==> config.mk <==
export PLATFORM = sky130hd
export DESIGN_NAME = imem_access_arbiter
export DESIGN_NICKNAME = d
export VERILOG_FILES = /design/src/rtl/imem_access_arbiter.sv
export SDC_FILE = /design/constraint.sdc
export NUM_CORES = 1
export LEC_CHECK = 0
export ABC_AREA = 1
export CORE_ASPECT_RATIO = 0.5
export CORE_MARGIN = 1
export CORE_UTILIZATION = 27
export CTS_CLUSTER_DIAMETER = 60
export DETAILED_ROUTE_END_ITERATION = 10
export HOLD_SLACK_MARGIN = 0.1
export PLACE_DENSITY = 0.81
export SYNTH_ARGS = -nofsm -noshare
export SYNTH_HDL_FRONTEND = slang
export SYNTH_SLANG_ARGS = --single-unit
==> constraint.sdc <==
create_clock -name clk -period 1.9 [get_ports clk]
set_input_delay 0.19 -clock clk [delete_from_list [all_inputs] [get_ports clk]]
set_output_delay 0.19 -clock clk [all_outputs]
set_load 0.02 [all_outputs]
==> src/rtl/imem_access_arbiter.sv <==
// imem_access_arbiter
// Shares the single-port instruction memory between the fetch stage and the
// boot loader. The loader owns the memory in BOOT while the core is stalled.
// In RUN the two requesters are round-robined. Out-of-range reads return 0,
// misaligned fetches are flagged, and bad loader writes are swallowed.
module imem_access_arbiter #(
  parameter int SIZE          = 1024,
  parameter bit BOOT_ON_RESET = 1'b1
) (
  input  logic                    clk,
  input  logic                    rst_n,
  input  logic                    if_req,
  input  logic [31:0]             if_addr,
  output logic                    if_gnt,
  output logic                    if_rvalid,
  output logic [31:0]             if_rdata,
  output logic                    if_err,
  input  logic                    ld_req,
  input  logic                    ld_we,
  input  logic [31:0]             ld_addr,
  input  logic [31:0]             ld_wdata,
  output logic                    ld_gnt,
  output logic                    ld_rvalid,
  output logic [31:0]             ld_rdata,
  input  logic                    boot_done,
  output logic                    cpu_stall,
  output logic [15:0]             ld_wcount,
  output logic                    mem_en,
  output logic                    mem_we,
  output logic [$clog2(SIZE)-1:0] mem_addr,
  output logic [31:0]             mem_wdata,
  input  logic [31:0]             mem_rdata
);

  localparam int          AW     = $clog2(SIZE);
  localparam logic [31:0] SIZE_W = 32'(SIZE);

  typedef enum logic {
    BOOT = 1'b0,
    RUN  = 1'b1
  } state_t;

  localparam state_t RESET_STATE = BOOT_ON_RESET ? BOOT : RUN;

  state_t      state_reg, state_next;
  // 1 when the loader was the most recent grant; fetch wins the next tie.
  logic        last_ld_reg, last_ld_next;
  logic [15:0] ld_wcount_reg, ld_wcount_next;

  // Response pipeline: one stage, matching the memory's read latency.
  logic        if_rvalid_reg;
  logic        if_err_reg;
  logic        if_zero_reg;
  logic        ld_rvalid_reg;
  logic        ld_zero_reg;

  logic        if_aligned, if_ok;
  logic        ld_ok;

  // Address qualification: word index must be below SIZE and byte offset zero.
  always_comb begin
    if_aligned = (if_addr[1:0] == 2'b00);
    if_ok      = if_aligned && ({2'b00, if_addr[31:2]} < SIZE_W);
    ld_ok      = (ld_addr[1:0] == 2'b00) && ({2'b00, ld_addr[31:2]} < SIZE_W);
  end

  // Next state, grants and memory strobes; nothing is granted while in reset.
  always_comb begin
    state_next     = state_reg;
    last_ld_next   = last_ld_reg;
    ld_wcount_next = ld_wcount_reg;
    if_gnt         = 1'b0;
    ld_gnt         = 1'b0;
    mem_en         = 1'b0;
    mem_we         = 1'b0;
    mem_addr       = '0;
    mem_wdata      = '0;
    if (rst_n) begin
      case (state_reg)
        BOOT: begin
          // Loader may still be served on the cycle boot_done arrives.
          ld_gnt = ld_req;
          if (boot_done) begin
            state_next = RUN;
          end
        end
        RUN: begin
          if (if_req && ld_req) begin
            if_gnt = last_ld_reg;
            ld_gnt = !last_ld_reg;
          end else begin
            if_gnt = if_req;
            ld_gnt = ld_req;
          end
        end
      endcase

      if (if_gnt || ld_gnt) begin
        last_ld_next = ld_gnt;
      end

      if (if_gnt && if_ok) begin
        mem_en   = 1'b1;
        mem_addr = if_addr[AW+1:2];
      end

      if (ld_gnt && ld_ok) begin
        mem_en   = 1'b1;
        mem_we   = ld_we;
        mem_addr = ld_addr[AW+1:2];
        if (ld_we) begin
          mem_wdata = ld_wdata;
          if (ld_wcount_reg != 16'hFFFF) begin
            ld_wcount_next = ld_wcount_reg + 16'd1;
          end
        end
      end
    end
  end

  // State, rr pointer, write counter and the one-cycle response pipeline.
  always_ff @(posedge clk) begin
    if (!rst_n) begin
      state_reg     <= RESET_STATE;
      last_ld_reg   <= 1'b0;
      ld_wcount_reg <= 16'd0;
      if_rvalid_reg <= 1'b0;
      if_err_reg    <= 1'b0;
      if_zero_reg   <= 1'b0;
      ld_rvalid_reg <= 1'b0;
      ld_zero_reg   <= 1'b0;
    end else begin
      state_reg     <= state_next;
      last_ld_reg   <= last_ld_next;
      ld_wcount_reg <= ld_wcount_next;
      if_rvalid_reg <= if_gnt;
      if_err_reg    <= if_gnt && !if_aligned;
      if_zero_reg   <= if_gnt && !if_ok;
      ld_rvalid_reg <= ld_gnt && !ld_we;
      ld_zero_reg   <= ld_gnt && !ld_we && !ld_ok;
    end
  end

  // Rejected accesses return 0 (NOP) instead of stale memory output.
  always_comb begin
    cpu_stall = (state_reg == BOOT);
    ld_wcount = ld_wcount_reg;
    if_rvalid = if_rvalid_reg;
    if_err    = if_err_reg;
    if_rdata  = (if_rvalid_reg && !if_zero_reg) ? mem_rdata : 32'd0;
    ld_rvalid = ld_rvalid_reg;
    ld_rdata  = (ld_rvalid_reg && !ld_zero_reg) ? mem_rdata : 32'd0;
  end

endmodule

==> results of run 1 <==
==> timing repair <==
action | CTS | global route
pin swaps | 30 | 33
setup endpoints to repair | 46 | 79
gates resized for setup | 269 | 118
hold buffers | 0 | 0
cloned | 3 | 3
buffers inserted | 10 | 0
==> cell usage in the layout (no fill, tap or decap), types with 2 or more instances in the layout <==
cell type / n
nand2_1: 66
nor3_1: 4
buf_2: 3
buf_4: 62
dlymetal6s2s_1: 46
nand4_1: 15
nor2_2: 29
nand3b_1: 2
nand3_2: 6
nand3_1: 15
buf_6: 13
a21oi_1: 18
nand4_4: 2
dfxtp_1: 23
clkbuf_16: 3
inv_1: 84
nor2_1: 103
a21oi_2: 8
nor2_4: 8
nand2_8: 5
clkdlybuf4s50_1: 147
dlygate4sd2_1: 18
nand3_4: 3
clkdlybuf4s15_1: 6
xor2_1: 7
==> cells in the mapped netlist <==
master / number / area [um2]
a211oi_1: 1 / 7.51
a21oi_1: 26 / 130
buf_2: 2 / 10.0
buf_6: 4 / 45.0
clkbuf_1: 13 / 48.8
dfxtp_1: 23 / 460
ha_1: 1 / 12.5
inv_1: 85 / 319
nand2_1: 68 / 255
nand2_4: 1 / 11.3
nand3_1: 23 / 115
nand3_2: 1 / 10.0
nand3b_1: 2 / 15.0
nand4_1: 15 / 93.8
nand4_4: 2 / 42.5
nor2_1: 139 / 522
nor2_4: 1 / 11.3
nor3_1: 4 / 20.0
nor3_4: 1 / 16.3
nor4_1: 2 / 12.5
o21ai_0: 1 / 5.00
or2_0: 1 / 6.26
xnor2_1: 1 / 8.76
xor2_1: 7 / 61.3
==> cell families (layout without fill, tap and decap cells) <==
group / count (synthesis) / in the layout
AOI/OAI and AO/OA: 28 / 28
xor gates and xnor gates: 8 / 8
adders and majority gates: 1 / 1
buffers and inverters: 104 / 386
DFF: 23 / 23
and+or+nand+nor: 260 / 265
==> cell type report <==
class	instances	area (um2)	area share, %
well taps	112	140	2.50
clock inverters	1	5.00	0.0894
multi-input cells	302	1690	30.2
clock buffers	3	75.1	1.34
inverters	85	319	5.70
flip-flops and latches	23	460	8.22
repair buffers	297	2910	51.9
==> stage by stage <==
stage,area (um2),power [W]
after detailed placement,5080,0.00104
after CTS,5210,0.00150
after global routing,5600,0.00158
final,5600,0.00152
after global placement,5080,0.00103
after floorplan,2240,0.000644
==> path summary, 6_finish.rpt <==
| kind | endpoint | slack (ns) | depth (start not counted) |
|---|---|---|---|
| max | ld_wcount[15] | -0.02 | 14 |
| min | if_zero_reg | 0.31 | 5 |
| max reg2reg | ld_wcount[15] | 0.19 | 7 |
| min reg2reg | ld_wcount[13] | 0.50 | 2 |
==> power groups by stage <==
stage / registers [W] / logic [W] / clock network (W)
final: 0.000492 / 0.000563 / 0.000461
after global routing: 0.000493 / 0.000601 / 0.000489
after CTS: 0.000492 / 0.000541 / 0.000466
after detailed placement: 0.000502 / 0.000534 / 0
after global placement: 0.000502 / 0.000530 / 0
after floorplan: 0.000505 / 0.000139 / 0
==> per-layer routing <==
layer  GRT usage [%]  part of all wire, %  vias up
met2            43.8                   50      136
met5               0                    0        -
li1                -                    -     1859
met1            28.2                   41     1656
met4            6.03                  2.0        0
met3            4.29                  6.7       20
==> worst max-delay path, stage by stage <==
cell and delay, ns:
dlygate4sd2_1 0.23, nor2_1 0.13, buf_4 0.12, buf_4 0.09
buf_4 0.09, buf_4 0.09, buf_4 0.09, buf_4 0.09
buf_4 0.09, nand4_1 0.08, nor2_2 0.25, nand4_2 0.28
nand2_1 0.17, a21oi_1 0.08
==> key figures, run 1 <==
Placed design
  • DP HPWL: 8910 um
  • Placed insts: 803
  • RD Place Congestion: 0.872
  • Dpl ws: -0.696 ns
  • IO buf count: 263

Route
  • Via density: 4.46
  • Final ANT Viol Nets: 0
  • Vias after detailed routing: 3671
  • DR DRC count: 0
  • WL/cell: 14.9 um
  • Initial DRC Count: 172
  • Final wirelength: 12200 um
  • First-pass iteration count of the detailed router: 4

Floorplan
  • Die area: 8690 um2
  • Die X: 131 um
  • Starting density of the core: 27.9%
  • CORE AREA: 8030 um2
  • I/O pins: 264
  • Die Span Y: 66.4 um
  • Num rows: 23

Job
  • Max_cap viols: 0

Synthesis
  • Synth Area per Inst: 5.28 um2
  • Post-synthesis compound-gate area fraction: 6.37%
  • Post-synthesis xor/xnor area fraction: 3.13%
  • FF+latch count, synth: 23
  • Multiplexer area fraction after synthesis: 0%
  • Largest family of logic cells by synthesized area: simple AND/OR/NAND/NOR gates
  • Syn_nets: 559
  • Adder-Cell Fraction of Synth Area: 0.559%
  • Seq/Total Area, Yosys: 20.6%
  • Synth Area in Simple Gates: 50.5%
  • Cell variety after synth: 24
  • Post-Synthesis Cells: 424
  • Synthesized area: 2240 um2
  • Ys Warns: 0

Worst setup path
  • Worst EP required: 2.04 ns
  • CP max FO: 7
  • CP startpoint: ld_addr[21]
  • Crit end category: register
  • Worst path arrival time: 2.06 ns
  • Startpoint Class: input port
  • Reg2Reg Launch Point: ld_wcount[1]
  • Worst Setup Path Type: in2reg

Finish
  • Layout cell share with drive strength beyond 1: 21.2%
  • Final-layout fill cell count: 670
  • Non-Filler Instances: 823
  • Largest register FFs: 16
  • Post-layout util: 69.7%
  • Layout Nets: 847
  • # diodes: 0
  • Layout area overhead: 150%

Power
  • Sw Share: 27.5%
  • Power per cell area: 271 nW/um2
  • Reg power frac: 32.5%
  • Static Leak: 3.10 nW
  • Clk pwr share: 30.4%
  • IR drop worst, VDD: 0.455 mV
  • P_sw: 0.000417 W
  • Combinational share of power: 37.1%
  • Pint: 0.00110 W

Global routing
  • Gr usage total: 23.7%
  • GRT overflow: 0
  • Vias in the first global route: 3165
  • Pin count of the biggest net entering global routing: 33
  • Initial antenna violation count: 0
  • First-pass GRT wire length: 15900 um

Clock network
  • Clock-pin slew on the worst setup and hold paths: 0.06 ns
  • Latest clock arrival within the worst-skew pair: 0.26 ns
  • H-tree depth: 1
  • Clock sinks: 23
  • CTS Buffer Depth: 2
  • CTS buffer count: 3
  • CTS tree: built
  • Clock root buffer: clkbuf_16

Min path
  • Worst min path class: in2reg
  • Hold path startpoint: if_addr[25]

STA
  • RSZ-0062 raised after global routing: yes
  • Worst-Margin Slew: 0.567 ns
  • Final Skew: 0.00424 ns
  • Final setup margin: -0.0222 ns
  • Rel. slew slack: 62.2%
  • Hold Fails Final Rpt: 0
  • Worst hold slack: 0.310 ns
  • Setup TNS: -0.0222 ns
  • Tcrit/Tclk final: 101%
  • Fmax: 520 MHz
  • Final Max Slew Viols: 0
  • Setup violators final: 1
  • Post-layout minimum cycle time: 1.92 ns

Run status
  • Status: finished, violations left
  • Violated checks: setup timing
Note: power is estimated with default switching activity, not from simulation.
==> inputs of run 2 (changes only) <==
Settings changed: TNS_END_PERCENT set to 30.
==> run 2 against run 1 <==
  * The flow now finishes without violations
  * Sequential power about the same
  * First-iteration DRC count is 51% higher
  * Routed wire length shrank 2.5%
  * Clock-buffer cell count stayed put
  * Worst hold slack better by 0.023 ns
  * Final cell count is 0.12% lower
  * Power down 0.47%
  * Clock power is essentially flat
  * Non-clock buffer count unchanged
  * Global-route usage is 0.088 points lower
  * Sequential share of layout area is 0.067 points higher
  * Via count is 1.7% lower
  * Critical path type is now in2out
  * Largest cell class unchanged
==> key figures, run 2 (synthesized netlist as in run 1, its figures left out) <==
Placed design
  • Placed cell area: 5080 um2
  • DP HPWL: 8910 um
  • RD Place Congestion: 0.872
  • Placed insts: 803
  • IO buf count: 263

Worst setup path
  • Worst path arrival time: 1.67 ns
  • Worst Setup Path Type: in2out
  • Crit end category: output pin
  • Worst EP required: 1.71 ns
  • R2R cell count: 7
  • Startpoint Class: input port
  • CP max FO: 6

Route
  • Vias after detailed routing: 3607
  • Initial DRC Count: 260
  • Final ANT Viol Nets: 0
  • Via density: 4.39
  • WL/cell: 14.5 um
  • First-pass iteration count of the detailed router: 4
  • DR DRC count: 0
  • Final wirelength: 11900 um

Job
  • Max_cap viols: 0

STA
  • Rel. slew slack: 62.3%
  • Setup violators final: 0
  • Final Skew: 0.00433 ns
  • Worst hold slack: 0.333 ns
  • Post-layout minimum cycle time: 1.86 ns
  • Tcrit/Tclk final: 98.0%
  • Setup TNS: 0 ns
  • Hold Fails Final Rpt: 0
  • Worst-Margin Slew: 0.565 ns
  • Fmax: 537 MHz
  • Final Max Slew Viols: 0

Finish
  • Largest register FFs: 16
  • Layout Nets: 846
  • Area of the multi-input gates: 1660 um2
  • Layout area overhead: 148%
  • Layout cell share with drive strength beyond 1: 20.3%
  • Commonest non-fill, non-tap cell in the layout: clkdlybuf4s50_1
  • Most frequent cells in the layout: clkdlybuf4s50_1, nor2_1, inv_1, nand2_1, buf_4
  • Register area: 460 um2
  • # diodes: 0
  • Non-Filler Instances: 822
  • Final Cell Area: 5550 um2
  • Final-layout fill cell count: 689

Global routing
  • First-pass GRT wire length: 15800 um
  • Initial antenna violation count: 0
  • Vias in the first global route: 3163
  • Gr usage total: 23.6%
  • Pin count of the biggest net entering global routing: 33
  • GRT overflow: 0

Floorplan
  • Die X: 131 um
  • Starting density of the core: 27.9%
  • Die Span Y: 66.4 um
  • CORE AREA: 8030 um2
  • Die area: 8690 um2
  • I/O pins: 264
  • Num rows: 23

Clock network
  • Clock-pin slew on the worst setup and hold paths: 0.06 ns
  • CTS Buffer Depth: 2
  • Clock sinks: 23
  • H-tree depth: 1
  • Clock root buffer: clkbuf_16
  • Latest clock arrival within the worst-skew pair: 0.26 ns
  • CTS tree: built
  • CTS Hold Bufs: 0
  • CTS buffer count: 3

Power
  • Overall power: 0.00151 W
  • IR drop worst, VDD: 0.452 mV
  • Static Leak: 3.11 nW
  • Power per cell area: 272 nW/um2

Min path
  • Hold path cells: 3
  • Worst min path class: in2reg

Run status
  • Status: finished, final reports clean
## run 2: cell types whose count changed in the layout (fill, tap and decap cells not counted), moves of 2 or more
cell,previous run,this run
a21oi_1,18,21
a21oi_2,8,5
buf_6,13,11
nand3_1,15,17
nor2_2,29,27
## run 2: path summary, 6_finish.rpt
kind                 start             to  slack (ns)
max            if_addr[23]    mem_addr[4]        0.04
min                 ld_req    last_ld_reg        0.33
max reg2reg   ld_wcount[1]   ld_wcount[7]        0.28
min reg2reg  ld_wcount[13]  ld_wcount[13]        0.50
## run 2: per-layer routing
layer / global-route usage (%) / part of all wire (%) / vias to the layer above
li1: - / - / 1855
met1: 28.0 / 41 / 1621
met5: 0 / 0 / -
met2: 43.8 / 51 / 111
met3: 4.29 / 6.2 / 20
met4: 6.03 / 2.1 / 0
## run 2: area by class of cell
cell class / count / share of cell area [%]
Timing Repair Buffer: 297 / 52.2
Multi-Input combinational cell: 301 / 29.8
Sequential cell: 23 / 8.29
Inverter: 85 / 5.74
Tap cell: 112 / 2.52
Clock buffer: 3 / 1.35
Clock inverter: 1 / 0.0901
## run 2: through the flow
step	setup slack, ns	utilization [%]
floorplan	0.171	-
global placement	-0.629	63.3
detailed placement	-0.696	63.3
CTS	-0.0376	64.6
global route	-0.0467	69.2
finish	0.0380	69.2
## run 2: repair_timing
item / in CTS / in global routing
pin swaps: 25 / 30
endpoints found under the setup margin: 46 / 79
endpoints found under the hold margin: 0 / 0
setup buffers: 10 / 0
gates resized for setup: 260 / 118
cloned: 2 / 3
## run 2: power by group
group	internal [W]	switching, W
logic	0.000328	0.000232
clock network	0.000283	0.000174
registers	0.000489	0.00000338
## run 2: critical path: stages
cell and delay, ns:
clkdlybuf4s50_1 0.40, nor4_1 0.23, nand2_1 0.16, nor2_4 0.16
buf_6 0.15, nand3_2 0.08, a21oi_2 0.16, buf_6 0.13
==> RTL edit 1 (config.mk and constraints of run 2) <==
The parameter `BOOT_ON_RESET` goes from 1'b1 to 1'b0.
--- a/src/rtl/imem_access_arbiter.sv
+++ b/src/rtl/imem_access_arbiter.sv
@@ -5,7 +5,7 @@
 // misaligned fetches are flagged, and bad loader writes are swallowed.
 module imem_access_arbiter #(
   parameter int SIZE          = 1024,
-  parameter bit BOOT_ON_RESET = 1'b1
+  parameter bit BOOT_ON_RESET = 1'b0
 ) (
   input  logic                    clk,
   input  logic                    rst_n,
Function: changed (a bounded check fails within 4 cycles, from zero or initial values and one cycle with rst_n low).
==> RTL edit 1 against run 2 <==
The run now ends with setup timing left; cell area increased by 2.0%; wire length grew 1.8%; non-clock buffer count increased by 9; critical path depth stayed put; sequential share of layout area down 0.16 points; cell count increased by 0.73%; count of clock-buffer cells in the layout did not move; area after synthesis is 4.7% higher; sequential cell count did not move; worst setup slack worse by 0.060 ns; power increased by 2.8%; critical path type unchanged; largest cell class unchanged; largest power group unchanged.
==> RTL edit 1: results (changes against run 2) <==
DRT Pass-1 Iters: 5 (+1)
first-pass GRT wire length: 16200 um (+2.8%)
skew final: 0.00473 ns (+0.000395 ns)
Synth Area in Compound Gates: 0.0629 (-0.000754)
HP Start: ld_addr[26]
status: complete, but fails checks
synthesized-area fraction occupied by adder cells: 0.00533 (-0.000253)
failing checks: setup timing
PnR worst setup slack: -0.0222 ns (-0.0602 ns)
Place WS: -0.591 ns (+0.105 ns)
detailed-route wire length per cell: 14.7 um (+1.1%)
Lkg Pwr: 0.00317 uW (+2.0%)
initial antenna violation count: 1 (+1)
FF-to-FF Start: ld_wcount[0]
final setup fails: 2 (+2)
# Post-CTS Setup Buffers: 12 (+2)
WHS: 0.417 ns (+0.0847 ns)
global placer's final weighted congestion: 0.909 (+4.1%)
post-synthesis sequential area ratio: 0.196 (-0.00932)
layout cell share with drive strength beyond 1: 0.228 (+0.0252)
routed wl met3: 609 um (-17%)
IR drop worst, VDD: 262 uV (-42%)
synth top area cells: dfxtp_1 (20%), nor2_1 (17%), inv_1 (13%)
worst slew pin tran: 0.326 ns (-0.240 ns)
cells after synthesis: 423 (-0.24%)
Routed met2 length: 6270 um (+3.3%)
GRT met1 Usage: 0.284 (+0.00467)
nets@finish: 851 (+0.59%)
[RTL edit 1: cell count changes in the layout (fill, tap and decap cells not counted), moves of 5 or more]
cell             delta
clkdlybuf4s15_1     -5
nor2_2             +13
nand2_8             -5
buf_2               +5
nand2_1             -6
nor2_1              -7
nor2_4              -5
buf_6              +11
buf_4              -12
nand2_2             +5
dlygate4sd2_1       +7
[RTL edit 1: layout make-up]
cell class / count / area (um^2) / share of cell area
Multi-Input combinational cell: 300 / 1620 / 0.287
Sequential cell: 23 / 460 / 0.0813
Clock inverter: 1 / 7.51 / 0.00133
Inverter: 82 / 308 / 0.0543
Tap cell: 112 / 140 / 0.0247
Timing Repair Buffer: 306 / 3050 / 0.538
Antenna cell: 1 / 2.50 / 0.000442
Clock buffer: 3 / 75.1 / 0.0133
[RTL edit 1: where the power goes]
part / switching, uW / total [uW] / internal [uW]
logic: 245 / 587 / 342
registers: 1.81 / 490 / 488
clock network: 189 / 475 / 286
==> RTL edit 2 (flow settings as in run 2) <==
Made on the original files. Reset style: asynchronous (`rst_n`), changed in one clocked block.
--- a/src/rtl/imem_access_arbiter.sv
+++ b/src/rtl/imem_access_arbiter.sv
@@ -119,7 +119,7 @@
   end
 
   // State, rr pointer, write counter and the one-cycle response pipeline.
-  always_ff @(posedge clk) begin
+  always_ff @(posedge clk or negedge rst_n) begin
     if (!rst_n) begin
       state_reg     <= RESET_STATE;
       last_ld_reg   <= 1'b0;
Function: differs if rst_n is asserted again (counterexample within 4 cycles, from zero or initial values and one cycle with rst_n low); with rst_n held inactive, the same outputs for 4 cycles.
==> RTL edit 2 against run 2 <==
Worst setup slack got worse by 0.027 ns; cell area rose by 6.1%; sequential cell count did not move; wire length shrank 0.91%; largest cell class unchanged; die area up 10%; area after synthesis up 10%; power up 7.2%; synthesized cell count increased by 1.4%; fmax is 1.4% lower.
==> RTL edit 2: results (changes against run 2) <==
gr usage total: 0.226 (-0.0102)
inverters: 88 (+3.5%)
Worst Path Arrival: 1.70 ns (+0.03 ns)
PnR worst setup slack: 0.0108 ns (-0.0272 ns)
fraction of area in registers: 0.0976 (+0.0147)
ys flop type: dfrtp_1
Routed met2 length: 6090 um (+0.43%)
drt via density: 4.35 (-0.79%)
Vias: 3635 (+0.78%)
post-synthesis sequential area ratio: 0.233 (+0.0276)
met3 GRT Util: 0.0329 (-0.00999)
vias in the first global route: 3314 (+4.8%)
Slowest cell on crit path: dfrtp_1
global placer's final weighted congestion: 0.901 (+3.3%)
ClkCell Share: 0.0134 (-0.00105)
routed wl met3: 687 um (-6.4%)
status: finished, final reports clean
GRT met1 Usage: 0.288 (+0.00810)
initial DRC count: 169 (-35%)
end of the critical path: mem_wdata[27]
Place WS: -0.562 ns (+0.133 ns)
IR drop worst, VDD: 259 uV (-43%)
layout cell share with drive strength beyond 1: 0.233 (+0.0298)
Core Area: 8800 um^2 (+9.6%)
Seq group: 502 uW (+2%)
CP top delay family: simple AND/OR/NAND/NOR gates
WHS: 0.406 ns (+0.0730 ns)
Post-synth EDFFs: 0 (unchanged)
reg2reg path depth: 11 (+4)
reg2reg setup slack: 0.14 ns (-0.14 ns)
buffers outside the clock class: 298 (+0.34%)
FF-to-FF Start: state_reg
non-clk buf share: 0.525 (+0.00395)
first-pass GRT wire length: 17100 um (+8.0%)
multi-input gate count: 305 (+1.3%)
area of the multi-input gates: 1660 um^2 (+0.38%)
nets@finish: 854 (+0.95%)
Post-synth top cells: nor2_1 (111), inv_1 (85), nand2_1 (84)
M1 WL: 4850 um (-0.68%)
total net switching power: 463 uW (+13%)
skew final: 0.00481 ns (+0.000477 ns)
Inst Count DP: 823 (+2.5%)
Net Count, Synth: 565 (+1.1%)
r2r endpoint: ld_wcount[4]
cells after synthesis: 430 (+1.4%)
worst slew pin tran: 0.354 ns (-0.211 ns)
Setup CP Type: reg2out
Area after DPL: 5400 um^2 (+6.3%)
synth top area cells: dfrtp_1 (23%), nor2_1 (17%), inv_1 (13%)
Hold EP: if_err
clock buffer count: 4 (+1)
FILL cells: 741 (+7.5%)
max incr delay on CP: 0.39 ns
HP Start: if_addr[0]
Clock Power: 461 uW
post-DP HPWL: 9200 um (+3.3%)
GRT met2 Usage: 0.398 (-0.0401)
Post-synth ARST share: 1.00 (+1.00)
[RTL edit 2: per-stage QoR]
stage	utilization	TNS (ns)
after floorplan	-	0
after global placement	0.614	-22.78
after detailed placement	0.614	-23.98
after CTS	0.612	-0.0205
after global routing	0.670	-2.68
final	0.670	0
[RTL edit 2: what timing repair did]
action / 4_1_cts / 5_1_grt
buffers inserted: 1 / 4
pin swaps: 6 / 42
setup endpoints to repair: 56 / 93
cloned: 1 / 2
resized for setup: 230 / 152
[RTL edit 2: kinds of logic (layout without fill, tap and decap cells)]
group / count (synthesis) / count (layout) / synth area share
DFF: 23 / 23 / 0.233
adders and majority gates: 1 / 1 / 0.00507
buffers and inverters: 103 / 390 / 0.172
xor gates and xnor gates: 9 / 9 / 0.0319
and+or+nand+nor: 281 / 282 / 0.531
AOI/OAI and AO/OA: 13 / 13 / 0.0264
[RTL edit 2: worst min-delay path: cells and delay by family]
| family | cells | cell delay [ns] |
|---|---|---|
| buffers and inverters | 1 | 0.11 |
| AND/OR/NAND/NOR | 2 | 0.30 |
